==> src/rtl/rca_io_unit_bank_pkg.sv <==
`default_nettype none
// ============================================================================
// Module   : rca_config (package)
// Brief    : Shared defaults and types for the grid I/O unit bank.
// Revision : 1.0 - initial release
// ============================================================================
package rca_config;

    localparam int IO_FIFO_DEPTH      = 4;
    localparam int IO_UNIT_MUX_INPUTS = 6;

    typedef enum logic {
        IO_MODE_PASSTHROUGH = 1'b0,
        IO_MODE_FIFO        = 1'b1
    } io_mode_t;

    typedef struct packed {
        logic overflow;
        logic underflow;
        logic full;
    } io_fifo_status_t;

endpackage
`default_nettype wire

==> src/rtl/rca_io_unit_bank_if.sv <==
`default_nettype none
// ============================================================================
// Module   : rca_io_unit_bank_if
// Brief    : Source/control and output bundle of the grid I/O unit bank.
// Revision : 1.0 - initial release
// ============================================================================
interface rca_io_unit_bank_if #(
    parameter int XLEN         = 32,
    parameter int NUM_CHANNELS = 4,
    parameter int NUM_SRC      = 6,
    parameter int FIFO_DEPTH   = 4
);
    localparam int c_sel_w = $clog2(NUM_SRC);
    localparam int c_cnt_w = $clog2(FIFO_DEPTH + 1);

    logic [NUM_SRC-1:0][XLEN-1:0]         src_data;
    logic [NUM_CHANNELS-1:0][NUM_SRC-1:0] src_valid;
    logic [NUM_CHANNELS-1:0][c_sel_w-1:0] src_sel;
    logic [NUM_CHANNELS-1:0]              output_mode;
    logic                                 fifo_flush;
    logic [NUM_CHANNELS-1:0]              fifo_pop;

    logic [NUM_CHANNELS-1:0][XLEN-1:0]    data_out;
    logic [NUM_CHANNELS-1:0]              data_valid_out;
    logic [NUM_CHANNELS-1:0][c_cnt_w-1:0] fifo_count;
    logic [NUM_CHANNELS-1:0]              fifo_full;
    logic [NUM_CHANNELS-1:0]              overflow;
    logic [NUM_CHANNELS-1:0]              underflow;

    modport master (
        output src_data, src_valid, src_sel, output_mode, fifo_flush, fifo_pop,
        input  data_out, data_valid_out, fifo_count, fifo_full, overflow, underflow
    );

    modport slave (
        input  src_data, src_valid, src_sel, output_mode, fifo_flush, fifo_pop,
        output data_out, data_valid_out, fifo_count, fifo_full, overflow, underflow
    );

endinterface
`default_nettype wire

==> src/rtl/rca_io_unit_bank_fifo.sv <==
`default_nettype none
// ============================================================================
// Module   : rca_io_fifo
// Brief    : Per-channel FWFT FIFO with occupancy count and sticky error flags.
// Revision : 1.0 - initial release
// ============================================================================
module rca_io_fifo
    import rca_config::*;
#(
    parameter int XLEN       = 32,
    parameter int FIFO_DEPTH = IO_FIFO_DEPTH,
    localparam int c_ptr_w   = $clog2(FIFO_DEPTH),
    localparam int c_cnt_w   = $clog2(FIFO_DEPTH + 1)
) (
    input  wire logic               clk,
    input  wire logic               rst,
    input  wire logic               i_flush,
    input  wire logic               i_push,
    input  wire logic [XLEN-1:0]    i_push_data,
    input  wire logic               i_pop_req,
    output logic [XLEN-1:0]         o_head_data,
    output logic                    o_head_valid,
    output logic [c_cnt_w-1:0]      o_count,
    output io_fifo_status_t         o_status
);

    localparam logic [c_cnt_w-1:0] c_depth = c_cnt_w'(FIFO_DEPTH);

    logic [XLEN-1:0]    r_mem [FIFO_DEPTH];
    logic [c_ptr_w-1:0] r_wr_ptr;
    logic [c_ptr_w-1:0] r_rd_ptr;
    logic [c_cnt_w-1:0] r_count;
    logic               r_overflow;
    logic               r_underflow;

    logic w_empty;
    logic w_full;
    logic w_pop;
    logic w_push;

    assign w_empty = (r_count == '0);
    assign w_full  = (r_count == c_depth);
    assign w_pop   = i_pop_req && !w_empty;
    // A full FIFO still accepts a push when the head leaves in the same cycle.
    assign w_push  = i_push && (!w_full || w_pop);

    always_ff @(posedge clk) begin
        if (w_push && !i_flush) begin
            r_mem[r_wr_ptr] <= i_push_data;
        end
    end

    always_ff @(posedge clk or negedge rst) begin
        if (!rst) begin
            r_wr_ptr    <= '0;
            r_rd_ptr    <= '0;
            r_count     <= '0;
            r_overflow  <= 1'b0;
            r_underflow <= 1'b0;
        end else if (i_flush) begin
            r_wr_ptr    <= '0;
            r_rd_ptr    <= '0;
            r_count     <= '0;
            r_overflow  <= 1'b0;
            r_underflow <= 1'b0;
        end else begin
            if (w_push) begin
                r_wr_ptr <= r_wr_ptr + 1'b1;
            end
            if (w_pop) begin
                r_rd_ptr <= r_rd_ptr + 1'b1;
            end
            case ({w_push, w_pop})
                2'b10:   r_count <= r_count + 1'b1;
                2'b01:   r_count <= r_count - 1'b1;
                default: r_count <= r_count;
            endcase
            if (i_push && w_full && !w_pop) begin
                r_overflow <= 1'b1;
            end
            // An empty pop is flagged even when a push lands in the same cycle.
            if (i_pop_req && w_empty) begin
                r_underflow <= 1'b1;
            end
        end
    end

    assign o_head_data        = w_empty ? '0 : r_mem[r_rd_ptr];
    assign o_head_valid       = !w_empty;
    assign o_count            = r_count;
    assign o_status.overflow  = r_overflow;
    assign o_status.underflow = r_underflow;
    assign o_status.full      = w_full;

endmodule
`default_nettype wire

==> src/rtl/rca_io_unit_bank.sv <==
`default_nettype none
// ============================================================================
// Module   : rca_io_unit_bank
// Brief    : Bank of grid I/O channels: source mux, passthrough register, FIFO.
// Revision : 1.0 - initial release
// ============================================================================
module rca_io_unit_bank
    import rca_config::*;
#(
    parameter int XLEN         = 32,
    parameter int NUM_CHANNELS = 4,
    parameter int NUM_SRC      = IO_UNIT_MUX_INPUTS,
    parameter int FIFO_DEPTH   = IO_FIFO_DEPTH
) (
    input  wire logic          clk,
    input  wire logic          rst,
    rca_io_unit_bank_if.slave  bus
);

    localparam int c_sel_w = $clog2(NUM_SRC);
    localparam int c_cnt_w = $clog2(FIFO_DEPTH + 1);

    for (genvar c = 0; c < NUM_CHANNELS; c++) begin : g_ch
        logic [XLEN-1:0]    w_sel_data;
        logic               w_sel_valid;
        io_mode_t           w_mode;
        logic [XLEN-1:0]    r_pt_data;
        logic               r_pt_valid;
        logic [XLEN-1:0]    w_head_data;
        logic               w_head_valid;
        logic [c_cnt_w-1:0] w_count;
        io_fifo_status_t    w_status;

        assign w_mode = io_mode_t'(bus.output_mode[c]);

        // Out-of-range selects match no source and yield zero/invalid.
        always_comb begin
            w_sel_data  = '0;
            w_sel_valid = 1'b0;
            for (int s = 0; s < NUM_SRC; s++) begin
                if (bus.src_sel[c] == s[c_sel_w-1:0]) begin
                    w_sel_data  = bus.src_data[s];
                    w_sel_valid = bus.src_valid[c][s];
                end
            end
        end

        always_ff @(posedge clk or negedge rst) begin
            if (!rst) begin
                r_pt_data  <= '0;
                r_pt_valid <= 1'b0;
            end else begin
                r_pt_data  <= w_sel_data;
                r_pt_valid <= bus.fifo_flush ? 1'b0 : w_sel_valid;
            end
        end

        rca_io_fifo #(
            .XLEN       (XLEN),
            .FIFO_DEPTH (FIFO_DEPTH)
        ) u_fifo (
            .clk          (clk),
            .rst          (rst),
            .i_flush      (bus.fifo_flush),
            .i_push       ((w_mode == IO_MODE_FIFO) && w_sel_valid),
            .i_push_data  (w_sel_data),
            .i_pop_req    ((w_mode == IO_MODE_FIFO) && bus.fifo_pop[c]),
            .o_head_data  (w_head_data),
            .o_head_valid (w_head_valid),
            .o_count      (w_count),
            .o_status     (w_status)
        );

        assign bus.data_out[c]       = (w_mode == IO_MODE_FIFO) ? w_head_data  : r_pt_data;
        assign bus.data_valid_out[c] = (w_mode == IO_MODE_FIFO) ? w_head_valid : r_pt_valid;
        assign bus.fifo_count[c]     = w_count;
        assign bus.fifo_full[c]      = w_status.full;
        assign bus.overflow[c]       = w_status.overflow;
        assign bus.underflow[c]      = w_status.underflow;
    end

endmodule
`default_nettype wire

==> src/flat_wrapper.sv <==
// flat-port wrapper written by rule: the top's interface ports become plain ports
module rca_io_unit_bank_flat import rca_config::*;
#(
    parameter int XLEN         = 32,
    parameter int NUM_CHANNELS = 4,
    parameter int NUM_SRC      = IO_UNIT_MUX_INPUTS,
    parameter int FIFO_DEPTH   = IO_FIFO_DEPTH
)
  (clk, rst, bus_src_data, bus_src_valid, bus_src_sel, bus_output_mode, bus_fifo_flush, bus_fifo_pop, bus_data_out, bus_data_valid_out, bus_fifo_count, bus_fifo_full, bus_overflow, bus_underflow);
  rca_io_unit_bank_if #(.XLEN(XLEN), .NUM_CHANNELS(NUM_CHANNELS), .NUM_SRC(NUM_SRC), .FIFO_DEPTH(FIFO_DEPTH)) bus_i ();
  input  wire logic clk;
  input  wire logic rst;
  input wire logic [$bits(bus_i.src_data)-1:0] bus_src_data;
  input wire logic [$bits(bus_i.src_valid)-1:0] bus_src_valid;
  input wire logic [$bits(bus_i.src_sel)-1:0] bus_src_sel;
  input wire logic [$bits(bus_i.output_mode)-1:0] bus_output_mode;
  input wire logic [$bits(bus_i.fifo_flush)-1:0] bus_fifo_flush;
  input wire logic [$bits(bus_i.fifo_pop)-1:0] bus_fifo_pop;
  output wire logic [$bits(bus_i.data_out)-1:0] bus_data_out;
  output wire logic [$bits(bus_i.data_valid_out)-1:0] bus_data_valid_out;
  output wire logic [$bits(bus_i.fifo_count)-1:0] bus_fifo_count;
  output wire logic [$bits(bus_i.fifo_full)-1:0] bus_fifo_full;
  output wire logic [$bits(bus_i.overflow)-1:0] bus_overflow;
  output wire logic [$bits(bus_i.underflow)-1:0] bus_underflow;
  assign bus_i.src_data = bus_src_data;
  assign bus_i.src_valid = bus_src_valid;
  assign bus_i.src_sel = bus_src_sel;
  assign bus_i.output_mode = bus_output_mode;
  assign bus_i.fifo_flush = bus_fifo_flush;
  assign bus_i.fifo_pop = bus_fifo_pop;
  assign bus_data_out = bus_i.data_out;
  assign bus_data_valid_out = bus_i.data_valid_out;
  assign bus_fifo_count = bus_i.fifo_count;
  assign bus_fifo_full = bus_i.fifo_full;
  assign bus_overflow = bus_i.overflow;
  assign bus_underflow = bus_i.underflow;
  rca_io_unit_bank #(.XLEN(XLEN), .NUM_CHANNELS(NUM_CHANNELS), .NUM_SRC(NUM_SRC), .FIFO_DEPTH(FIFO_DEPTH)) u_core (.clk(clk), .rst(rst), .bus(bus_i));
endmodule
==> config.mk <==
export PLATFORM = sky130hd
export DESIGN_NAME = rca_io_unit_bank_flat
export DESIGN_NICKNAME = d
export VERILOG_FILES = /design/src/rtl/rca_io_unit_bank_pkg.sv /design/src/rtl/rca_io_unit_bank_if.sv /design/src/rtl/rca_io_unit_bank_fifo.sv /design/src/rtl/rca_io_unit_bank.sv /design/src/flat_wrapper.sv
export SDC_FILE = /design/constraint.sdc
export NUM_CORES = 1
export LEC_CHECK = 0
export CORE_MARGIN = 4
export CORE_UTILIZATION = 45
export CTS_BUF_LIST = sky130_fd_sc_hd__clkbuf_2 sky130_fd_sc_hd__clkbuf_4 sky130_fd_sc_hd__clkbuf_8
export CTS_CLUSTER_DIAMETER = 200
export DETAILED_ROUTE_END_ITERATION = 12
export PLACE_DENSITY = 0.67
export SLEW_MARGIN = 0
export SYNTH_ARGS = -nofsm -noshare
export SYNTH_HDL_FRONTEND = slang
export SYNTH_SLANG_ARGS = --single-unit
==> constraint.sdc <==
create_clock -name clk -period 2.8 [get_ports clk]
set_input_delay 0.56 -clock clk [delete_from_list [all_inputs] [get_ports clk]]
set_output_delay 0.56 -clock clk [all_outputs]
set_load 0.02 [all_outputs]
==> Word level (Yosys, flattened, before mapping) <==
Memories as Yosys holds them, arrays and structs flattened.
Index checks and enable logic that the tools add are counted.
{ "classes": {"n_addsub": 16, "eq_ne": 32, "n_mux": 112, "n_reduce_logical": 77} }
{ "op_table": {"columns": ["operator", "count"], "rows": [
  ["$mux 32", 32],
  ["$mux 1", 56],
  ["$eq 3x3->1 const B", 12],
  ["$logic_and 1x1->1", 32],
  ["$mux 2", 16],
  ["$reduce_bool 2->1", 16],
  ["$eq 3x2->1 const B", 8],
  ["$logic_not 3->1", 8],
  ["$pmux 3 s2", 4],
  ["$add 2x1->2 const B", 8],
  ["$logic_not 1->1", 13],
  ["$add 3x1->3 const B", 4],
  ["$eq 3x1->1 const B", 4],
  ["$mux 3", 4],
  ["$reduce_bool 3->1", 4],
  ["$sub 3x1->3 const B", 4],
  ["$eq 2x1->1 const B", 4],
  ["$eq 2x2->1 const B", 4],
  ["$logic_or 1x1->1", 4]
]} }
{ "totals": {"reg_bits": 168, "ram_bits": 512, "in_bits": 239, "wordCells": 269, "memories": 4} }
{ "mem_list": {"columns": ["name", "depth", "word_bits", "rd", "rd_clocked_by_memory_dff", "wr", "line_no", "text"], "rows": [
  ["u_core.g_ch[0].u_fifo.r_mem", 4, 32, 1, 0, 1, "rca_io_unit_bank_fifo.sv:29", "logic [XLEN-1:0] r_mem [FIFO_DEPTH];"],
  ["u_core.g_ch[1].u_fifo.r_mem", 4, 32, 1, 0, 1, "rca_io_unit_bank_fifo.sv:29", null],
  ["u_core.g_ch[2].u_fifo.r_mem", 4, 32, 1, 0, 1, "rca_io_unit_bank_fifo.sv:29", null],
  ["u_core.g_ch[3].u_fifo.r_mem", 4, 32, 1, 0, 1, "rca_io_unit_bank_fifo.sv:29", null]
]} }

==> Depth between registers and ports, before layout <==
Gate-level depths: netlist (run 1).
{ "logic_depth": {"ltp_word": 12, "mapped_depth": 9, "mapped_depth_nobuf": 8} }

==> Cells and area by module <==
A second synthesis (run 1) with hierarchy kept.
{ "unflattened": {"cells_unflattened": 2382, "hier_area_um2": 34127.7} }
{ "modules_own_cells": {"columns": ["mod", "instances", "cells_per_inst", "area_each_um2", "seq_area_each_um2"], "rows": [
  ["rca_io_unit_bank", 1, 1262, 11969.0, 3303.2],
  ["rca_io_fifo (u_core.g_ch[0].u_fifo ...)", 2, 282, 5570.3, 4068.9],
  ["rca_io_fifo (u_core.g_ch[1].u_fifo ...)", 2, 278, 5509.0, 4068.9]
]} }

==> Worst setup path before layout (run 1) <==
No wires, ideal clock.
{ "synth_path": {"kind": "input -> register", "startpoint": "input bus_src_sel[6]", "endpoint": "register u_core.g_ch[2].u_fifo.r_count[2]", "t_arrival_ps": 3028, "required_ps": 2675, "slack_ps": -353, "cell_stages": 8, "n_path_buf": 1, "cell_sequence": "buf_6 mux4_2 a22oi_4 nand2_1 fa_1 or4b_2 mux2i_1 mux2_2"} }
{ "synth_between": {"elab_chain_len": 12, "word_cells_on_any_way": 19, "cone_classes": "7 x eq/ne; 8 x mux; 4 x reduce/logical"} }
{ "synth_rtl": {"columns": ["item", "line_no", "text"], "rows": [
  ["from (decl)", "flat_wrapper.sv:15", "input wire logic [$bits(bus_i.src_sel)-1:0] bus_src_sel;"],
  ["$logic_not 3->1", "rca_io_unit_bank.sv:41", "if (bus.src_sel[c] == s[c_sel_w-1:0]) begin"],
  ["$mux 1 (5 in series)", "rca_io_unit_bank.sv:41", null],
  ["$mux 1 *", "rca_io_unit_bank.sv:41", null],
  ["$logic_and 1x1->1 *", "rca_io_unit_bank.sv:65", ".i_push ((w_mode == IO_MODE_FIFO) && w_sel_valid),"],
  ["$logic_and 1x1->1 *", "rca_io_unit_bank_fifo.sv:45", "assign w_push = i_push && (!w_full || w_pop);"],
  ["$eq 2x1->1 or $eq 2x2->1 (tied branches)", "rca_io_unit_bank_fifo.sv:73", "case ({w_push, w_pop})"],
  ["$pmux 3 s2", "rca_io_unit_bank_fifo.sv:73", null],
  ["$mux 3", "rca_io_unit_bank_fifo.sv:60", "end else if (i_flush) begin"],
  ["to (signal assigned)", "rca_io_unit_bank_fifo.sv:74", "2'b10: r_count <= r_count + 1'b1;"],
  ["to (signal assigned)", "rca_io_unit_bank_fifo.sv:75", "2'b01: r_count <= r_count - 1'b1;"],
  ["to (signal assigned)", "rca_io_unit_bank_fifo.sv:76", "default: r_count <= r_count;"],
  ["to (decl)", "rca_io_unit_bank_fifo.sv:32", "logic [c_cnt_w-1:0] r_count;"]
]} }
Every way passes the cells marked *; elsewhere a longest branch is shown, timed or not.
A chain may end at the register's enable or synchronous reset.

==> Worst setup path after layout (run 1) <==
{ "layout_path": {"startpoint": "register u_core.g_ch[3].u_fifo.r_rd_ptr[0]", "endpoint": "output bus_data_out[109]"} }
{ "layout_between": {"elab_chain_len": 3} }
{ "layout_rtl": {"columns": ["item", "line_no", "text"], "rows": [
  ["from (decl)", "rca_io_unit_bank_fifo.sv:31", "logic [c_ptr_w-1:0] r_rd_ptr;"],
  ["from (signal assigned)", "rca_io_unit_bank_fifo.sv:71", "r_rd_ptr <= r_rd_ptr + 1'b1;"],
  ["$mem_v2 4x32", null, null],
  ["$mux 32", "rca_io_unit_bank_fifo.sv:88", "assign o_head_data = w_empty ? '0 : r_mem[r_rd_ptr];"],
  ["$mux 32", "rca_io_unit_bank.sv:74", "assign bus.data_out[c] = (w_mode == IO_MODE_FIFO) ? w_head_data : r_pt_data;"],
  ["to (decl)", "flat_wrapper.sv:19", "output wire logic [$bits(bus_i.data_out)-1:0] bus_data_out;"]
]} }
Every way passes these cells.

==> results of run 1 <==
layout make-up:
| cell class | count | area [µm²] |
|---|---|---|
| fillers | 5086 | 26200 |
| flip-flops and latches | 680 | 19600 |
| multi-input cells | 1197 | 12500 |
| repair buffers | 703 | 7680 |
| clock buffers | 147 | 1880 |
| well taps | 940 | 1180 |
| inverters | 218 | 821 |
| clock inverters | 54 | 569 |
| diodes | 15 | 37.5 |
registers in the layout, summed over array words and instances (netlist names):
signal / flops
u_core.g_ch.r_pt_valid: 4
u_core.g_ch.u_fifo.o_count: 12
u_core.g_ch.u_fifo.r_wr_ptr: 8
u_core.g_ch.u_fifo.r_mem: 512
u_core.g_ch.u_fifo.r_underflow: 4
u_core.g_ch.r_pt_data: 128
u_core.g_ch.u_fifo.r_rd_ptr: 8
u_core.g_ch.u_fifo.r_overflow: 4
stage by stage:
step,hold WS [ps],TNS (ps)
detailed placement,492,-53320
global placement,484,-40100
finish,358,-2090
global route,357,-6770
CTS,323,-6990
floorplan,264,-116
layout by cell type (no fill, tap or decap), drive strengths merged, types with 110 or more instances in the layout:
cell type / instances
a21oi: 110
nor2: 148
mux2i: 237
clkbuf: 157
clkdlybuf4s50: 245
mux4: 160
inv: 220
dfrtp: 168
nand2: 129
buf: 442
edfxtp: 512
critical path, cell delays in order, from the launching register on:
cell       delay (ps)
dfrtp_2           430
buf_6             160
buf_16            130
mux4_2            520
inv_2             110
o2bb2ai_4          90
buf_12            140
per-layer routing:
metal,up-vias,routed length (µm)
met1,12218,42500
met3,290,13500
met5,-,37
met2,1633,55000
met4,6,4760
li1,9985,-
worst max-delay path by stage:
stage                                       endpoint  slack [ps]  depth (start not counted)
floorplan           u_core.g_ch[2].u_fifo.o_count[2]        -120                          8
global placement    u_core.g_ch[2].u_fifo.o_count[2]        -450                          8
detailed placement  u_core.g_ch[2].u_fifo.o_count[2]        -480                          8
CTS                                 bus_data_out[98]        -170                          7
global route                       bus_data_out[127]        -150                          7
finish                             bus_data_out[109]         -90                          6
power by group through the flow:
stage | Sequential [W] | Combinational, W | Clock [W]
4_1_cts | 0.0115 | 0.00572 | 0.00954
2_1_floorplan | 0.0117 | 0.00231 | 0
5_1_grt | 0.0115 | 0.00642 | 0.0101
3_3_place_gp | 0.0116 | 0.00505 | 0
3_5_place_dp | 0.0117 | 0.00512 | 0
6_report | 0.0115 | 0.00616 | 0.00949
cells by family (layout without fill, tap and decap cells):
family / count (synthesis) / after routing / synth area share (%)
buffers and inverters: 391 / 1122 / 4.90
XOR/XNOR: 8 / 8 / 0.218
AO/OA/AOI/OAI: 410 / 410 / 9.37
adder cells (fa/ha/maj): 20 / 20 / 0.873
flip-flops: 680 / 680 / 61.0
multiplexers: 408 / 408 / 19.0
AND/OR/NAND/NOR: 351 / 351 / 4.68
other: 0 / 15 / 0
timing repair:
item	4_1_cts	5_1_grt
setup buffers	51	20
gates resized for setup	469	232
gates cloned	8	3
setup endpoints to repair	129	124
hold buffers	1	0
hold endpoints to repair	46	0
pin swaps	5	11
==> run_results.csv, run 1 <==
group,metric,value,unit
placed_design,port_buffers,394,
logic_synthesis,yosysSeqAreaShare,61.0,%
cells_and_area,nNetsFinal,3165,
logic_synthesis,synthTopCellsByCount,"512 x edfxtp_1, 237 x mux2i_1, 217 x inv_1, 168 x dfrtp_1, 160 x mux4_2",
cells_and_area,syn2layout_area_growth,37.7,%
logic_synthesis,ys.flop_type,"edfxtp_1",
status,violations,"setup timing",
placed_design,place_hpwl,76.8,mm
cells_and_area,final_area,44200,µm²
floorplan,initial_core_util,45.6,%
drt,vias,24132,
global_route,grt.busiest_layer,"met2",
logic_synthesis,ys_top_cells_by_area,"edfxtp_1 48%, dfrtp_1 13%, mux4_2 11%",
cells_and_area,post-route-util,62.8,%
logic_synthesis,syn_nets,2527,
power,switchingPower,0.00756,W
run,maxCapViolCount,0,
global_route,grt_pass1_vias,24392,
placed_design,placed_cell_area,39200,µm²
global_route,use_met1,38.8,%
worst_hold_path,min_path_type,"in -> reg",
logic_synthesis,ys_warn_count,0,
drt,post-route-drc-count,0,
drt,dr.pass1.iters,6,
clocking,cts_tree,"done",
clocking,numCtsBuffers,106,
timing,fin_ws,-93.3,ps
power,power.total,0.0272,W
power,cellPowerDensity,614,nW/µm²
timing,rsz0062_at_grt,"true",
power,intPower,0.0196,W
global_route,use_met3,8.70,%
worst_setup_path,critPathKind,"reg -> out",
drt,wirelength,116,mm
global_route,antenna_found_initial,19,
power,p_comb_share,22.7,%
power,pwr-share-seq,42.4,%
logic_synthesis,synth-edff-count,512,
worst_setup_path,worstSetupStartpoint,"u_core.g_ch[3].u_fifo.r_rd_ptr[0]",
placed_design,dp.cells,3681,
cells_and_area,layoutNonFillerInstCount,3954,
drt,drtIter0Drc,3308,
worst_setup_path,cp-start-kind,"register",
timing,fmax,0.346,GHz
global_route,globalRoute.totalOverflow,0,
status,outcome,"finished, violations left",
logic_synthesis,synth-async-reset-ratio,24.7,%
placed_design,gp_congestion,0.915,
worst_setup_path,r2r_slack,430,ps
power,peakVddDrop,0.349,mV
global_route,grtUsageMet2,46.9,%
worst_setup_path,r2r_start,"u_core.g_ch[0].u_fifo.o_count[1]",
cells_and_area,drive_gt1_share,36.2,%
logic_synthesis,synth.distinct_cells,48,
global_route,grt_first_pass_wirelength,164,mm
worst_hold_path,hold-path-endpoint,"u_core.g_ch[1].r_pt_valid",
power,p_leak,17.0,nW
clocking,clkLatencyLatePin,740,ps
logic_synthesis,syn_inst,2268,
power,pwr-share-clk,35.0,%
timing,finClkSkew,58.0,ps
clocking,cts-root-buf,"clkbuf_8",
floorplan,coreArea,70400,µm²
logic_synthesis,synth_top_area_share,47.9,%
logic_synthesis,synth_area,32100,µm²
timing,hold_viol,0,
placed_design,dp_worst_setup_slack,-484,ps
timing,worstMarginPinSlew,895,ps
timing,max_slew_margin,39.6,%
worst_setup_path,reg2reg_depth,6,
floorplan,fp.dieArea,75700,µm²
floorplan,dieWidth,275,µm
timing,setup_viol_count_final,54,
global_route,grt_start_max_net_pins,68,
worst_setup_path,cp_max_fo,5,
clocking,clk_pin_slew,70,ps
logic_synthesis,yosysMostFrequentCell,"edfxtp_1",
global_route,grt_usage,29.8,%
drt,wl_per_cell,29.3,µm
worst_setup_path,endpoint_kind,"output pin",
timing,period_share,103,%
power,p_sw_share,27.8,%
logic_synthesis,avgSynthCellArea,14.2,µm²
drt,via_per_inst,6.10,
worst_hold_path,hold_path_depth,3,
timing,drv_slew,0,
worst_setup_path,worstReg2RegEnd,"u_core.g_ch[0].u_fifo.r_mem[3][12]",
worst_hold_path,worstHoldStart,"bus_fifo_flush",
worst_setup_path,worstPathArrival,2330,ps
logic_synthesis,ys_ff_latch,680,
floorplan,die-height,275,µm
logic_synthesis,yosys.area.top_type,"edfxtp_1",
clocking,cts.sinks,680,
clocking,cts_buffer_depth,3,
timing,timing.final.crit_period,2890,ps
worst_setup_path,required,2240,ps
clocking,htree_levels,3,
floorplan,fp-row-count,97,
floorplan,io_pins,395,
drt,ant_nets,0,
Power figures use the tool's default switching activity.
==> inputs of run 2 (changes only) <==
--- a/config.mk
+++ b/config.mk
@@ -10,7 +10,9 @@
 export CTS_BUF_LIST = sky130_fd_sc_hd__clkbuf_2 sky130_fd_sc_hd__clkbuf_4 sky130_fd_sc_hd__clkbuf_8
 export CTS_CLUSTER_DIAMETER = 200
 export DETAILED_ROUTE_END_ITERATION = 12
+export GPL_ROUTABILITY_DRIVEN = 0
 export PLACE_DENSITY = 0.67
+export SETUP_SLACK_MARGIN = 0.1
 export SLEW_MARGIN = 0
 export SYNTH_ARGS = -nofsm -noshare
 export SYNTH_HDL_FRONTEND = slang
==> run 2 against run 1 <==
The flow still finishes with violations (setup timing). Critical path depth grew 1. Global-route usage fell by 0.23 points. Clock skew is 19 ps lower. Die area stayed put. Register-to-register slack got worse by 40 ps. Core utilization fell by 0.49 points. Critical path type unchanged. Largest cell class unchanged. Largest power group unchanged.
==> run_results.csv, run 2 (synthesis results as in run 1) <==
group,metric,value,unit
cells_and_area,nNetsFinal,3157,
timing,max_slew_margin,30.2,%
floorplan,coreArea,70400,µm²
timing,drv_slew,0,
floorplan,fp.dieArea,75700,µm²
clocking,clk_pin_slew,70,ps
cells_and_area,top_register,"u_core.g_ch.u_fifo.r_mem",
timing,hold-worst-slack,191,ps
worst_setup_path,required,2240,ps
floorplan,dieWidth,275,µm
worst_setup_path,crit_top_cell,"buf_12",
power,switchingPower,0.00741,W
placed_design,place_hpwl,76.1,mm
global_route,globalRoute.totalOverflow,0,
floorplan,fp-row-count,97,
placed_design,dp_worst_setup_slack,-490,ps
drt,wirelength,115,mm
power,peakVddDrop,0.357,mV
status,outcome,"finished, violations left",
cells_and_area,largest_reg_flops,512,
floorplan,die-height,275,µm
timing,setup_viol_count_final,104,
global_route,grt_start_max_net_pins,68,
drt,drtIter0Drc,3141,
drt,dr.pass1.iters,7,
cells_and_area,syn2layout_area_growth,36.6,%
global_route,grt_usage,29.5,%
power,p_comb_share,21.9,%
power,pwr-share-clk,35.5,%
worst_setup_path,cp_max_fo,8,
global_route,grt_first_pass_wirelength,162,mm
placed_design,dp.cells,3657,
worst_setup_path,worstPathArrival,2400,ps
global_route,antenna_found_initial,16,
clocking,cts_buffer_depth,3,
placed_design,port_buffers,394,
drt,via_per_inst,6.04,
cells_and_area,drive_gt1_share,36.3,%
timing,hold_viol,0,
timing,worstMarginPinSlew,1040,ps
timing,rsz0062_at_grt,"true",
drt,ant_nets,0,
power,power.total,0.0270,W
timing,timing.final.crit_period,2960,ps
clocking,numCtsBuffers,109,
worst_setup_path,cp_slowest_cell,"mux4_2",
floorplan,io_pins,395,
clocking,cts-root-buf,"clkbuf_8",
cells_and_area,final_area,43900,µm²
power,cellPowerDensity,615,nW/µm²
global_route,grt_pass1_vias,24209,
cells_and_area,layout_common_cells,"512 x edfxtp_1, 245 x clkdlybuf4s50_1, 237 x mux2i_1, 188 x buf_4, 162 x dfrtp_1",
floorplan,initial_core_util,45.6,%
run,maxCapViolCount,0,
power,p_sw_share,27.4,%
power,pwr-share-seq,42.6,%
worst_setup_path,endpoint_kind,"output pin",
clocking,cts.sinks,680,
worst_setup_path,max_stage_delay,510,ps
cells_and_area,mostFrequentLayoutCell,"edfxtp_1",
timing,fin_ws,-158,ps
timing,period_share,106,%
timing,finClkSkew,38.6,ps
drt,wl_per_cell,29.0,µm
timing,fmax,0.338,GHz
clocking,cts_tree,"done",
worst_setup_path,path_cells,"buf_12, buf_12, mux4_2, inv_2, o2bb2ai_2, buf_6, buf_12",
power,p_leak,16.9,nW
status,violations,"setup timing",
cells_and_area,layoutNonFillerInstCount,3950,
worst_setup_path,cp-start-kind,"register",
clocking,htree_levels,3,
placed_design,placed_cell_area,38700,µm²
drt,post-route-drc-count,0,
worst_hold_path,min_path_type,"in -> reg",
power,intPower,0.0196,W
drt,vias,23855,
clocking,clkLatencyLatePin,720,ps
worst_setup_path,critPathKind,"reg -> out",
==> run 2: cell count changes in the layout (fill, tap and decap cells not counted), moves of 5 or more <==
cell       change
and2_2         -6
o22ai_4        +6
buf_12        -24
o2bb2ai_4     -17
o2bb2ai_2     +18
buf_6         +50
clkbuf_2       -5
inv_2         +10
inv_1         -11
and2_1         +6
buf_4         -33
clkinv_2      -11
clkbuf_4      +19
==> run 2: layer usage <==
| layer | GRT usage, % | part of all wire, % | vias to the layer above |
|---|---|---|---|
| li1 | - | - | 9994 |
| met1 | 38.6 | 37 | 11946 |
| met2 | 46.2 | 47 | 1583 |
| met3 | 8.64 | 12 | 328 |
| met4 | 13.3 | 4.7 | 4 |
| met5 | 0 | 0.024 | - |
==> run 2: power groups by stage <==
stage | sequential [W] | clock (W) | combinational (W)
6_report | 0.0115 | 0.00958 | 0.00590
3_5_place_dp | 0.0117 | 0 | 0.00488
2_1_floorplan | 0.0117 | 0 | 0.00231
4_1_cts | 0.0115 | 0.00968 | 0.00548
5_1_grt | 0.0115 | 0.0102 | 0.00616
3_3_place_gp | 0.0117 | 0 | 0.00479
==> run 2: final cells by class <==
class / count / area, µm²
inverters: 218 / 823
flip-flops and latches: 680 / 19600
clock buffers: 169 / 2070
multi-input cells: 1197 / 12300
repair buffers: 692 / 7450
clock inverters: 39 / 442
well taps: 940 / 1180
diodes: 15 / 37.5
fillers: 5174 / 26500
==> run 2: stage by stage <==
step / setup TNS (ps) / util, %
final: -6050 / 62.3
after global placement: -52230 / 55.0
after CTS: -11020 / 60.9
after detailed placement: -53530 / 55.0
after global routing: -12610 / 62.3
after floorplan: -116 / -
==> run 2: critical path: cells and delay by family (launching register included) <==
| kind | cells | cell delay, ps |
|---|---|---|
| muxes | 1 | 510 |
| DFF | 1 | 470 |
| AOI/OAI and AO/OA | 1 | 60 |
| buffers and inverters | 5 | 630 |
==> run 2: what timing repair did <==
item,in CTS,in global routing
gates cloned,6,2
setup endpoints to repair,136,128
resized for setup,550,201
pin swaps,5,19
setup buffers,46,22
hold buffers,1,0
endpoints found under the hold margin,51,0
==> run 2: worst paths after layout <==
path	from	end	slack [ps]	depth (start not counted)
max	u_core.g_ch[3].u_fifo.r_rd_ptr[0]	bus_data_out[114]	-160	7
min	bus_fifo_flush	u_core.g_ch[3].u_fifo.r_underflow	190	2
max reg2reg	u_core.g_ch[2].u_fifo.o_count[0]	u_core.g_ch[2].u_fifo.o_count[2]	390	7
min reg2reg	u_core.g_ch[0].u_fifo.r_overflow	u_core.g_ch[0].u_fifo.r_overflow	500	2
max in group asynchronous	rst	u_core.g_ch[3].u_fifo.r_overflow	1560	3
min in group asynchronous	rst	u_core.g_ch[0].r_pt_data[3]	470	2
